## config.mk

```make
export PLATFORM = sky130hd
export DESIGN_NAME = rr_grant_scheduler
export DESIGN_NICKNAME = d
export VERILOG_FILES = /design/src/rtl/rr_sched_pkg.sv /design/src/rtl/rr_pick.sv /design/src/rtl/rr_grant_scheduler.sv
export SDC_FILE = /design/constraint.sdc
export NUM_CORES = 1
export LEC_CHECK = 0
export BUFFER_PORTS_ARGS = -buffer_cell sky130_fd_sc_hd__buf_2
export CELL_PAD_IN_SITES_DETAIL_PLACEMENT = 1
export CELL_PAD_IN_SITES_GLOBAL_PLACEMENT = 2
export CORE_ASPECT_RATIO = 0.75
export CORE_MARGIN = 1.5
export CORE_UTILIZATION = 35
export CTS_CLUSTER_DIAMETER = 150
export DETAILED_ROUTE_END_ITERATION = 7
export PLACE_DENSITY = 0.85
export SYNTH_ARGS = -nofsm -noshare
export SYNTH_HDL_FRONTEND = slang
export SYNTH_HIERARCHICAL = 1
export SYNTH_SLANG_ARGS = --single-unit
```

## constraint.sdc

```tcl
create_clock -name clk -period 10.3 [get_ports clk]
set_clock_uncertainty 0.15 [all_clocks]
set_input_delay 0.515 -clock clk [delete_from_list [all_inputs] [get_ports clk]]
set_output_delay 0.515 -clock clk [all_outputs]
set_load 0.02 [all_outputs]
```

## src/rtl/rr_sched_pkg.sv

```systemverilog
// rr_sched_pkg: shared state encoding, idle index code and default sizing for the round-robin scheduler
package rr_sched_pkg;
   typedef enum logic {IDLE, GRANT} state_e;
   localparam int N_DEF = 16;
   localparam int IDX_W_DEF = 8;
   localparam int MAX_HOLD_DEF = 12;
   localparam int CNT_W_DEF = 4;
   localparam logic [7:0] IDLE_CODE = 8'hF0;
endpackage

```

## src/rtl/rr_pick.sv

```systemverilog
// rr_pick: rotating-priority pick, highest set request below ptr first, else highest set request overall
module rr_pick #(
   parameter int N = 16,
   parameter int PW = $clog2(N)
) (
   input  logic [N-1:0]  req_i,
   input  logic [PW-1:0] ptr_i,
   output logic          any_o,
   output logic [PW-1:0] win_o
);
   logic [N-1:0] masked;
   logic [PW-1:0] lo_idx, hi_idx;
   assign masked = req_i & ((N'(1) << ptr_i) - N'(1));
   always_comb begin
      lo_idx = '0;
      hi_idx = '0;
      for (int i = 0; i < N; i++) begin
         if (masked[i]) lo_idx = PW'(i);
         if (req_i[i]) hi_idx = PW'(i);
      end
   end
   assign any_o = |req_i;
   assign win_o = |masked ? lo_idx : hi_idx;
endmodule

```

## src/rtl/rr_grant_scheduler.sv

```systemverilog
// rr_grant_scheduler: round-robin grant of one resource among N requesters with hold, timeout and enable gate
module rr_grant_scheduler #(
   parameter int N = rr_sched_pkg::N_DEF,
   parameter int IDX_W = rr_sched_pkg::IDX_W_DEF,
   parameter logic [IDX_W-1:0] IDLE_CODE = IDX_W'(rr_sched_pkg::IDLE_CODE),
   parameter int MAX_HOLD = rr_sched_pkg::MAX_HOLD_DEF,
   parameter int CNT_W = rr_sched_pkg::CNT_W_DEF
) (
   input  logic             clk,
   input  logic             rst,
   input  logic             en_i,
   input  logic [N-1:0]     req_i,
   input  logic             release_i,
   output logic             gnt_valid_o,
   output logic [IDX_W-1:0] gnt_idx_o,
   output logic [N-1:0]     gnt_onehot_o,
   output logic             timeout_o,
   output logic             busy_o
);
   import rr_sched_pkg::*;
   localparam int PW = $clog2(N);
   localparam logic [CNT_W-1:0] SAT = MAX_HOLD == 0 ? '1 : CNT_W'(MAX_HOLD);
   state_e state_q, state_d;
   logic [PW-1:0] ptr_q, ptr_d, win;
   logic [CNT_W-1:0] cnt_q, cnt_d;
   logic [IDX_W-1:0] idx_q, idx_d;
   logic [N-1:0] oh_q, oh_d;
   logic to_q, to_d, any, hit_max, keep;
   rr_pick #(.N(N), .PW(PW)) u_pick (
      .req_i(req_i),
      .ptr_i(ptr_q),
      .any_o(any),
      .win_o(win)
   );
   assign hit_max = MAX_HOLD != 0 && cnt_q == CNT_W'(MAX_HOLD);
   // ptr_q doubles as the current holder's index while in GRANT
   assign keep = req_i[ptr_q] && !release_i;
   always_comb begin
      state_d = state_q;
      ptr_d = ptr_q;
      cnt_d = cnt_q;
      idx_d = idx_q;
      oh_d = oh_q;
      to_d = 1'b0;
      if (state_q == IDLE) begin
         if (en_i && any) begin
            state_d = GRANT;
            ptr_d = win;
            cnt_d = CNT_W'(1);
            idx_d = IDX_W'(win);
            oh_d = N'(1) << win;
         end
      end else if (!keep || hit_max) begin
         state_d = IDLE;
         cnt_d = '0;
         idx_d = IDLE_CODE;
         oh_d = '0;
         to_d = keep;
      end else begin
         cnt_d = cnt_q != SAT ? cnt_q + CNT_W'(1) : cnt_q;
      end
   end
   always_ff @(posedge clk) begin
      if (rst) begin
         state_q <= IDLE;
         ptr_q <= '0;
         cnt_q <= '0;
         idx_q <= IDLE_CODE;
         oh_q <= '0;
         to_q <= 1'b0;
      end else begin
         state_q <= state_d;
         ptr_q <= ptr_d;
         cnt_q <= cnt_d;
         idx_q <= idx_d;
         oh_q <= oh_d;
         to_q <= to_d;
      end
   end
   assign gnt_valid_o = state_q == GRANT;
   assign busy_o = state_q == GRANT;
   assign gnt_idx_o = idx_q;
   assign gnt_onehot_o = oh_q;
   assign timeout_o = to_q;
endmodule

```

-- After elaboration in Yosys (flattened, before gate mapping)
Cells that the tools add are included.
- logic and storage cells: 76
- flip-flop bits (word level): 34
- add/sub/neg operators: 2
- reductions and logical operators: 12
- shift-type cells: 2
- multiplexer cells: 46
- order comparisons: 1
- bitwise gates (word level): 3
- equal/unequal tests: 4
- operators with widths (operator ; count):
    $mux 4 ; 21
    $mux 16 ; 3
    $reduce_or 16->1 ; 2
    $shl 1x4->16 const A ; 2
    $mux 3 ; 8
    $mux 8 ; 3
    $and 16x16->16 ; 1
    $sub 16x1->16 const B ; 1
    $mux 2 ; 4
    $mux 1 ; 6
    $reduce_and 2->1 ; 3
    $lt 4x5->1 const B ; 1
    $add 4x1->4 const B ; 1
    $bmux 1 s4 ; 1
    $eq 4x4->1 const B ; 1
    $ne 4x4->1 const B ; 1
    $ne 3x1->1 const B ; 1
    $reduce_or 3->1 ; 1
    $logic_and 1x1->1 ; 2
    $logic_not 1->1 ; 2
    $ne 2x1->1 const B ; 1
    $not 1->1 ; 2
    $reduce_bool 2->1 ; 1
    $logic_or 1x1->1 ; 1

-- Logic depth before layout (Yosys ltp)
Gate-level depths: netlist (run 1).
- word-level depth: 22
- mapped depth: 16
- depth with buffers taken out: 12

-- By module
Netlist (run 1), hierarchy kept.
- modules (own cells, without submodules) (module ; cells each ; sequential area each (µm²) ; times used ; area an instance (µm²)):
    rr_grant_scheduler ; 149 ; 620.6 ; 1 ; 1445.1
    rr_pick ; 108 ; 0.0 ; 1 ; 750.7

-- Worst setup path after synthesis (run 1)
No wires, ideal clock.
- kind: register to register
- start: register ptr_q[1]
- end: register oh_q[1], in the netlist gnt_onehot_o[1]
- stages on the path, launching flop included: 16
- data arrival time: 3.112 ns
- setup time: 0.072 ns
- buffers on the path: 3
- clock period less this slack: 3.334 ns
- path slack: 6.966 ns
- path through: dfxtp_1 -> buf_4 -> or2_1 -> nand2b_1 -> ha_1 -> buf_2 -> and2_4 -> a2111oi_4 -> o2bb2ai_2 -> nor4_4 -> nor3_1 -> a211oi_1 -> clkbuf_1 -> nor2b_1 -> nand2_1 -> mux2i_1
- word-level cells in the longest chain between the ends: 22
- elaborated cells between the ends (all ways): 30
- those cells by class: add/sub (1); eq/ne (1); shift (2); mux (20); bitwise (1); reduce/logical (5)
- ends and longest elaborated chain (item ; line ; source):
    start: declaration ; rr_grant_scheduler.sv:24 ; logic [PW-1:0] ptr_q, ptr_d, win;
    start signal: assignment ; rr_grant_scheduler.sv:73 ; ptr_q <= ptr_d;
    $shl 1x4->16 (*) ; rr_pick.sv:13 ; assign masked = req_i & ((N'(1) << ptr_i) - N'(1));
    $sub 16x1->16 (*) ; rr_pick.sv:13 ;
    $and 16x16->16 (*) ; rr_pick.sv:13 ;
    $mux 1 ; rr_pick.sv:18 ; if (masked[i]) lo_idx = PW'(i);
    $mux 2 (2 in series) ; rr_pick.sv:18 ;
    $mux 3 (4 in series) ; rr_pick.sv:18 ;
    $mux 4 (8 in series) ; rr_pick.sv:18 ;
    $mux 4 (*) ; rr_pick.sv:23 ; assign win_o = |masked ? lo_idx : hi_idx;
    named net win[0] ; rr_grant_scheduler.sv:24 ;
    $shl 1x4->16 (*) ; rr_grant_scheduler.sv:51 ; oh_d = N'(1) << win;
    $mux 16 (*) ; rr_grant_scheduler.sv:46 ; if (en_i && any) begin
    $mux 16 (*) ; rr_grant_scheduler.sv:45 ; if (state_q == IDLE) begin
    end signal: assignment ; rr_grant_scheduler.sv:76 ; oh_q <= oh_d;
    end: declaration ; rr_grant_scheduler.sv:27 ; logic [N-1:0] oh_q, oh_d;
Mark *: on every way through the listed nets, which the timed path passes. The rest lies on a longest branch. The select of a mux whose other input is x is not followed.
A chain may end at the register's enable or synchronous reset.

-- Final worst setup path (run 1)
- start: register ptr_q[0]
- end: register oh_q[1], in the netlist gnt_onehot_o[1]
Same word-level chain as after synthesis.

==> results.json, run 1 <==
{
  "wl_per_cell_microns": 17.8,
  "swShare_pct": 49.3,
  "clk_pin_slew_ns": 0.07,
  "synth_xor_area_share_pct": 0.798,
  "p_total_uw": 774,
  "ctsResizeCount": 0,
  "drtPass1Iterations": 5,
  "synth_top_area_cell": "dfxtp_1",
  "cp_common_cell": "nor3_1",
  "cp.depth": 12,
  "synth_top_family_by_area": "compound AO/OA/AOI/OAI gates",
  "cts_setup_buffers": 0,
  "crit_chain": "or2_1 > nand2b_1 > ha_1 > nor3_1 > o2111ai_2 > o211ai_2 > nor4_4 > nor3_1 > a211oi_1 > nor2b_1 > nand2_1 > mux2i_1",
  "synth_compound_area_share_pct": 28.2,
  "synth_nets": 280,
  "final_hold_viol_count": 0,
  "crit_path_max_incr_delay_ns": 0.99,
  "drc": 0,
  "vias": 2094,
  "critPathKind": "reg2reg",
  "fin_crit_sh_pct": 43.4,
  "io_pins": 47,
  "tightestPinTransition_ns": 1.10,
  "rsz0062_at_grt": "no",
  "intPower_uw": 392,
  "grt_use_total_pct": 20.5,
  "synth_top_cell_area_share_pct": 28.3,
  "synth_edf_count": 0,
  "critical_path.endpoint_type": "register",
  "grt_overflow": 0,
  "fp.dieH_microns": 71.6,
  "ctsRootBufferMaster": "clkbuf_8",
  "tritoncts": "done",
  "yosys.area_share.simple_pct": 24.5,
  "setup_tns_ns": 0,
  "slew_viol_final": 0,
  "fin_nets": 312,
  "synth_ff_type": "dfxtp_1",
  "critical_path_arrival_ns": 4.55,
  "clock_latency_ns": 0.29,
  "drt-total-wl_microns": 6570,
  "ys_ff_latch": 31,
  "yosysSeqAreaShare_pct": 28.3,
  "synthTopCellsByArea": "dfxtp_1 28%, mux2i_1 7.7%, a22o_1 5.2%",
  "globalplace.congestion": 0.932,
  "worstPathRequired_ns": 10.38,
  "hold_path.class": "reg2reg",
  "yosysUniqueCellTypes": 62,
  "std_cell_rows": 24,
  "setup_viol": 0,
  "cp.buffers_inverters": 0,
  "final-seq-area_sq_um": 621,
  "grt_pass1_vias": 2031,
  "status": "finished, final reports clean",
  "grt_pass1_wl_microns": 10600,
  "start_kind": "register",
  "cellPowerDensity_mw_per_mm2": 310,
  "seq_power_share_pct": 25.5,
  "yosysMostFrequentCell": "dfxtp_1",
  "peakVddDrop_mv": 0.242,
  "antenna_found_initial": 0,
  "ctsLongestPathBuffers": 2,
  "min_path_cells": 2,
  "drt-initial-drc-count": 126,
  "multi_input_area_sq_mm": 0.00141,
  "slowest_stage": "dfxtp_1",
  "max_freq_mhz": 224,
  "syn2layout_area_growth_pct": 13.7,
  "clock_sink_count": 31,
  "clockPowerShare_pct": 15.7,
  "critPathMaxFanout": 23,
  "p_sw_uw": 382,
  "nFillCells": 732,
  "synthArstFlopShare_pct": 0,
  "syn_avg_cell_area_sq_um": 8.54,
  "start_util_pct": 36.9,
  "p_leak_uw": 0.00103,
  "core_area_sq_mm": 0.00595,
  "via_per_inst": 5.69,
  "maxCapViolCount": 0,
  "ff2ff_path_depth": 12,
  "grt_max_degree": 24,
  "die-area_sq_mm": 0.00676,
  "layout_min_cycle_time_ns": 4.47,
  "netlist_instances": 257,
  "slew_headroom_pct": 26.2,
  "drive_gt1_share_pct": 23.4,
  "postCtsHoldBufs": 0,
  "numCtsBuffers": 5,
  "power_frac_comb_pct": 58.8,
  "synth_area_sq_mm": 0.00220,
  "detail-route-antenna-nets": 0,
  "synth.top_cells.by_count": "31 x dfxtp_1, 24 x nand2_1, 17 x mux2i_1, 15 x nor2_1, 13 x a22o_1",
  "yosysWarnings": 6,
  "htree_levels": 2,
  "n_antenna_cell": 0,
  "synth.area.mux_share_pct": 8.77,
  "dpl.hpwl_microns": 4860,
  "yosys.area_share.adder_pct": 1.71,
  "die_w_microns": 94.5,
  "port_buffers": 46,
  "path_delay_family": "simple AND/OR/NAND/NOR gates"
}
==> layer usage <==
layer | track usage [%] | wire length (microns) | vias up | part of all wire, %
li1 | - | - | 1024 | -
met5 | 0 | 0 | - | 0
met3 | 6.37 | 383 | 5 | 5.8
met4 | 3.98 | 43 | 0 | 0.65
met2 | 28.6 | 2680 | 52 | 41
met1 | 30.8 | 3460 | 1013 | 53
==> stage by stage <==
stage | worst slack [ns] | hold WS (ns) | cell area, sq um | util (%) | cells
2_1_floorplan | 6.97 | 0.308 | 2200 | - | 257
3_3_place_gp | 6.00 | 0.293 | 2380 | 40.1 | 360
3_5_place_dp | 5.85 | 0.302 | 2380 | 40.1 | 360
4_1_cts | 5.85 | 0.312 | 2500 | 42.0 | 368
5_1_grt | 5.54 | 0.327 | 2500 | 42.0 | 368
6_report | 5.83 | 0.308 | 2500 | 42.0 | 368
==> layout make-up <==
type	instances	area share (%)
Multi-Input combinational cell	197	56.3
Sequential cell	31	24.9
Timing Repair Buffer	46	9.22
Tap cell	78	3.91
Clock buffer	5	2.76
Clock inverter	3	1.75
Inverter	8	1.20
==> layout by cell type (no fill, tap or decap), types with 7 or more instances in the layout <==
| cell | count |
|---|---|
| dfxtp_1 | 31 |
| nor2b_1 | 9 |
| nand2_1 | 24 |
| a21oi_1 | 11 |
| mux2i_1 | 17 |
| o21ai_0 | 9 |
| nor3_1 | 7 |
| a22o_1 | 13 |
| buf_2 | 46 |
| inv_1 | 8 |
| nor2_1 | 15 |
==> kinds of logic (layout without fill, tap and decap cells) <==
logic type | after synthesis | in the layout
AND/OR/NAND/NOR | 94 | 94
buffers and inverters | 29 | 62
multiplexers | 19 | 19
AO/OA/AOI/OAI | 79 | 79
XOR/XNOR | 2 | 2
flip-flops | 31 | 31
adder cells (fa/ha/maj) | 3 | 3
==> tightest hold or removal path: stages (launching register included) <==
cell and delay, ns:
dfxtp_1 0.31, nand2_1 0.05, mux2i_1 0.05
==> path summary, 6_finish.rpt <==
path,from,to,slack (ns)
setup / recovery,ptr_q[0],gnt_onehot_o[1],5.83
setup reg to reg,ptr_q[0],gnt_onehot_o[1],5.83
hold reg to reg,gnt_onehot_o[1],gnt_onehot_o[1],0.31
hold / removal,gnt_onehot_o[1],gnt_onehot_o[1],0.31
==> state kept, by name (all words and copies together), names as in the netlist <==
name	flops
busy_o	1
cnt_q	4
gnt_idx_o	5
gnt_onehot_o	16
ptr_q	4
timeout_o	1
==> power groups by stage <==
stage	clock network, uW	registers (uW)	logic, uW
floorplan	0	187	360
global placement	0	197	442
detailed placement	0	198	449
CTS	124	196	453
global route	129	203	498
finish	121	197	456
(Power assumes the default switching activity.)
==> run 2: changes to the inputs <==
ABC_AREA = 1   (was unset)
CORE_UTILIZATION = 26   (was 35)
PLACE_DENSITY = 0.75   (was 0.85)
clock period = 4.1 ns   (was 10.3 ns; I/O delays follow)
==> run 2 against run 1 <==
Critical path depth increased by 7. Clock power grew to 3.1 times the previous value. Worst hold slack lost 0.18 ns. Die area increased by 37%. Flip-flop and latch count stayed put. Maximum frequency increased by 28%. Design area grew 7.8%. Synthesized cell count rose by 41%. Combinational power grew to 2.7 times the previous value. Largest power group unchanged. Highest routed layer unchanged.
==> results.json, run 2 <==
{
  "crit_path_max_incr_delay_ns": 0.57,
  "maxCapViolCount": 0,
  "synth_top_family_by_area": "simple AND/OR/NAND/NOR gates",
  "synth_area_sq_mm": 0.00225,
  "fp.dieH_microns": 83.6,
  "synth_top_area_cell": "dfxtp_1",
  "yosysMostFrequentCell": "nand2_1",
  "path_delay_family": "simple AND/OR/NAND/NOR gates",
  "intPower_uw": 978,
  "status": "finished, final reports clean",
  "wl_per_cell_microns": 14.4,
  "start_kind": "register",
  "drtPass1Iterations": 4,
  "slowest_stage": "dfxtp_1",
  "power_frac_comb_pct": 59.7,
  "start_util_pct": 26.7,
  "htree_levels": 2,
  "grt_use_total_pct": 16.7,
  "yosysWarnings": 6,
  "p_sw_uw": 1060,
  "tritoncts": "done",
  "clock_latency_ns": 0.28,
  "setup_viol": 0,
  "yosys.area_share.adder_pct": 1.66,
  "clock_sink_count": 31,
  "synth.top_cells.by_count": "97 x nand2_1, 48 x inv_1, 42 x nor2_1, 36 x nand3_1, 31 x dfxtp_1",
  "finalInstanceArea_sq_mm": 0.00269,
  "drt-total-wl_microns": 7420,
  "std_cell_rows": 29,
  "synth_nets": 385,
  "max_freq_mhz": 286,
  "nFillCells": 1105,
  "synthTopCellsByArea": "dfxtp_1 28%, nand2_1 16%, nand3_1 8.0%",
  "netlist_instances": 362,
  "peakVddDrop_mv": 0.215,
  "critPathKind": "reg2reg",
  "ys_ff_latch": 31,
  "fin_nets": 429,
  "drive_gt1_share_pct": 23.9,
  "cp.buffers_inverters": 3,
  "layout_commonest_cell": "nand2_1",
  "yosys.area_share.simple_pct": 45.0,
  "drc": 0,
  "die-area_sq_mm": 0.00925,
  "final_cell_mix": "97 x nand2_1, 48 x inv_1, 46 x buf_2",
  "hold_path.class": "in2reg",
  "cts_setup_buffers": 0,
  "slew_headroom_pct": 57.8,
  "antenna_found_initial": 0,
  "syn_avg_cell_area_sq_um": 6.23,
  "critPathMaxFanout": 12,
  "rsz0062_at_grt": "no",
  "critical_path.endpoint_type": "register",
  "postCtsHoldBufs": 0,
  "crit_chain": "nor2_1 > inv_1 > nor2_1 > inv_1 > ha_1 > nand3_1 > nor2_2 > nand2_1 > nand3_2 > nand3_1 > nor3b_1 > nand2_2 > o21ai_1 > inv_1 > nor3_1 > nand2_1 > nand3_1 > nand2_1 > nor2_1",
  "setup_tns_ns": 0,
  "die_w_microns": 111,
  "yosysSeqAreaShare_pct": 27.5,
  "ctsRootBufferMaster": "clkbuf_16",
  "clk_pin_slew_ns": 0.05,
  "grt_pass1_vias": 2438,
  "dpl.hpwl_microns": 5920,
  "yosysUniqueCellTypes": 35,
  "final_hold_viol_count": 0,
  "grt_max_degree": 26,
  "globalplace.congestion": 0.841,
  "drt-initial-drc-count": 118,
  "grt_overflow": 0,
  "ctsResizeCount": 0,
  "synth_xor_area_share_pct": 0.777,
  "numCtsBuffers": 5,
  "syn2layout_area_growth_pct": 19.4,
  "p_leak_uw": 0.00130,
  "grt_pass1_wl_microns": 12300,
  "synth_top_cell_area_share_pct": 27.5,
  "synth_ff_type": "dfxtp_1",
  "cellPowerDensity_mw_per_mm2": 756,
  "synthArstFlopShare_pct": 0,
  "port_buffers": 46,
  "clockPowerShare_pct": 18.2,
  "worstPathRequired_ns": 4.17,
  "vias": 2383,
  "largest_register_ffs": 16,
  "core_area_sq_mm": 0.00845,
  "swShare_pct": 51.9,
  "seq_power_share_pct": 22.0,
  "synth_compound_area_share_pct": 11.8,
  "via_per_inst": 4.64,
  "synth_edf_count": 0,
  "n_antenna_cell": 0,
  "synth.area.mux_share_pct": 0,
  "layout_min_cycle_time_ns": 3.49,
  "tightestPinTransition_ns": 0.629,
  "fin_crit_sh_pct": 85.2,
  "slew_viol_final": 0,
  "critical_path_arrival_ns": 3.56,
  "ctsLongestPathBuffers": 2,
  "io_pins": 47,
  "post_dp_cell_area_sq_mm": 0.00255,
  "detail-route-antenna-nets": 0
}
==> run 2: changes by cell type in the layout (fill, tap and decap cells not counted), sizes merged, moves of 5 or more <==
cell	previous run	this run
a21oi	11	30
a22o	13	0
and2	5	0
inv	8	55
mux2i	17	0
nand2	24	104
nand3	6	48
nor2	15	48
nor2b	9	0
nor4	6	1
o21ai	13	6
o22ai	5	0
==> run 2: tightest hold or removal path, stage by stage <==
cell	delay (ns)
buf_2	0.07
inv_1	0.07
nand3_1	0.11
nor2_1	0.05
==> run 2: area by class of cell <==
class | count | area [sq um] | area share, %
multi-input combinational | 265 | 1340 | 49.6
sequential | 31 | 621 | 23.1
timing repair buffer | 48 | 245 | 9.11
inverter | 55 | 211 | 7.86
clock buffer | 6 | 139 | 5.16
tap | 108 | 135 | 5.02
clock inverter | 1 | 5.00 | 0.186
==> run 2: path summary, 6_finish.rpt <==
check                    from                to  slack (ns)  depth (start not counted)
min                 release_i         timeout_o        0.13                          4
max                  ptr_q[1]   gnt_onehot_o[7]        0.61                         19
max reg2reg          ptr_q[1]   gnt_onehot_o[7]        0.61                         19
min reg2reg  gnt_onehot_o[13]  gnt_onehot_o[13]        0.32                          2
==> run 2: kinds of logic (layout without fill, tap and decap cells) <==
kind of cell / after synthesis / in the layout
and+or+nand+nor: 217 / 217
xor gates and xnor gates: 2 / 2
DFF: 31 / 31
buffers and inverters: 66 / 110
adders and majority gates: 3 / 3
AOI/OAI and AO/OA: 43 / 43
==> run 2: stage by stage <==
stage | std cells | util, % | hold WS (ns) | total power, uW | worst slack [ns]
3_3_place_gp | 507 | 30.1 | 0.315 | 1650 | 0.630
6_report | 514 | 31.8 | 0.133 | 2040 | 0.606
4_1_cts | 514 | 31.8 | 0.145 | 2040 | 0.612
5_1_grt | 514 | 31.8 | 0.160 | 2220 | 0.182
3_5_place_dp | 507 | 30.1 | 0.319 | 1670 | 0.639
2_1_floorplan | 362 | - | 0.279 | 1350 | 1.29
==> run 2: per-layer routing <==
layer  wire length [microns]  share of wire [%]  track usage (%)  vias to the layer above
met4                      30               0.40             3.38                        0
met3                     314                4.2             4.14                        4
met5                       0                  0                0                        -
li1                        -                  -                -                     1237
met2                    3100                 42             24.6                       36
met1                    3980                 54             24.5                     1106
==> run 2: power groups by stage <==
stage / clock network (uW) / logic [uW] / registers (uW)
floorplan: 0 / 851 / 499
global placement: 0 / 1200 / 454
detailed placement: 0 / 1210 / 456
CTS: 376 / 1220 / 450
global route: 393 / 1370 / 459
finish: 371 / 1220 / 449
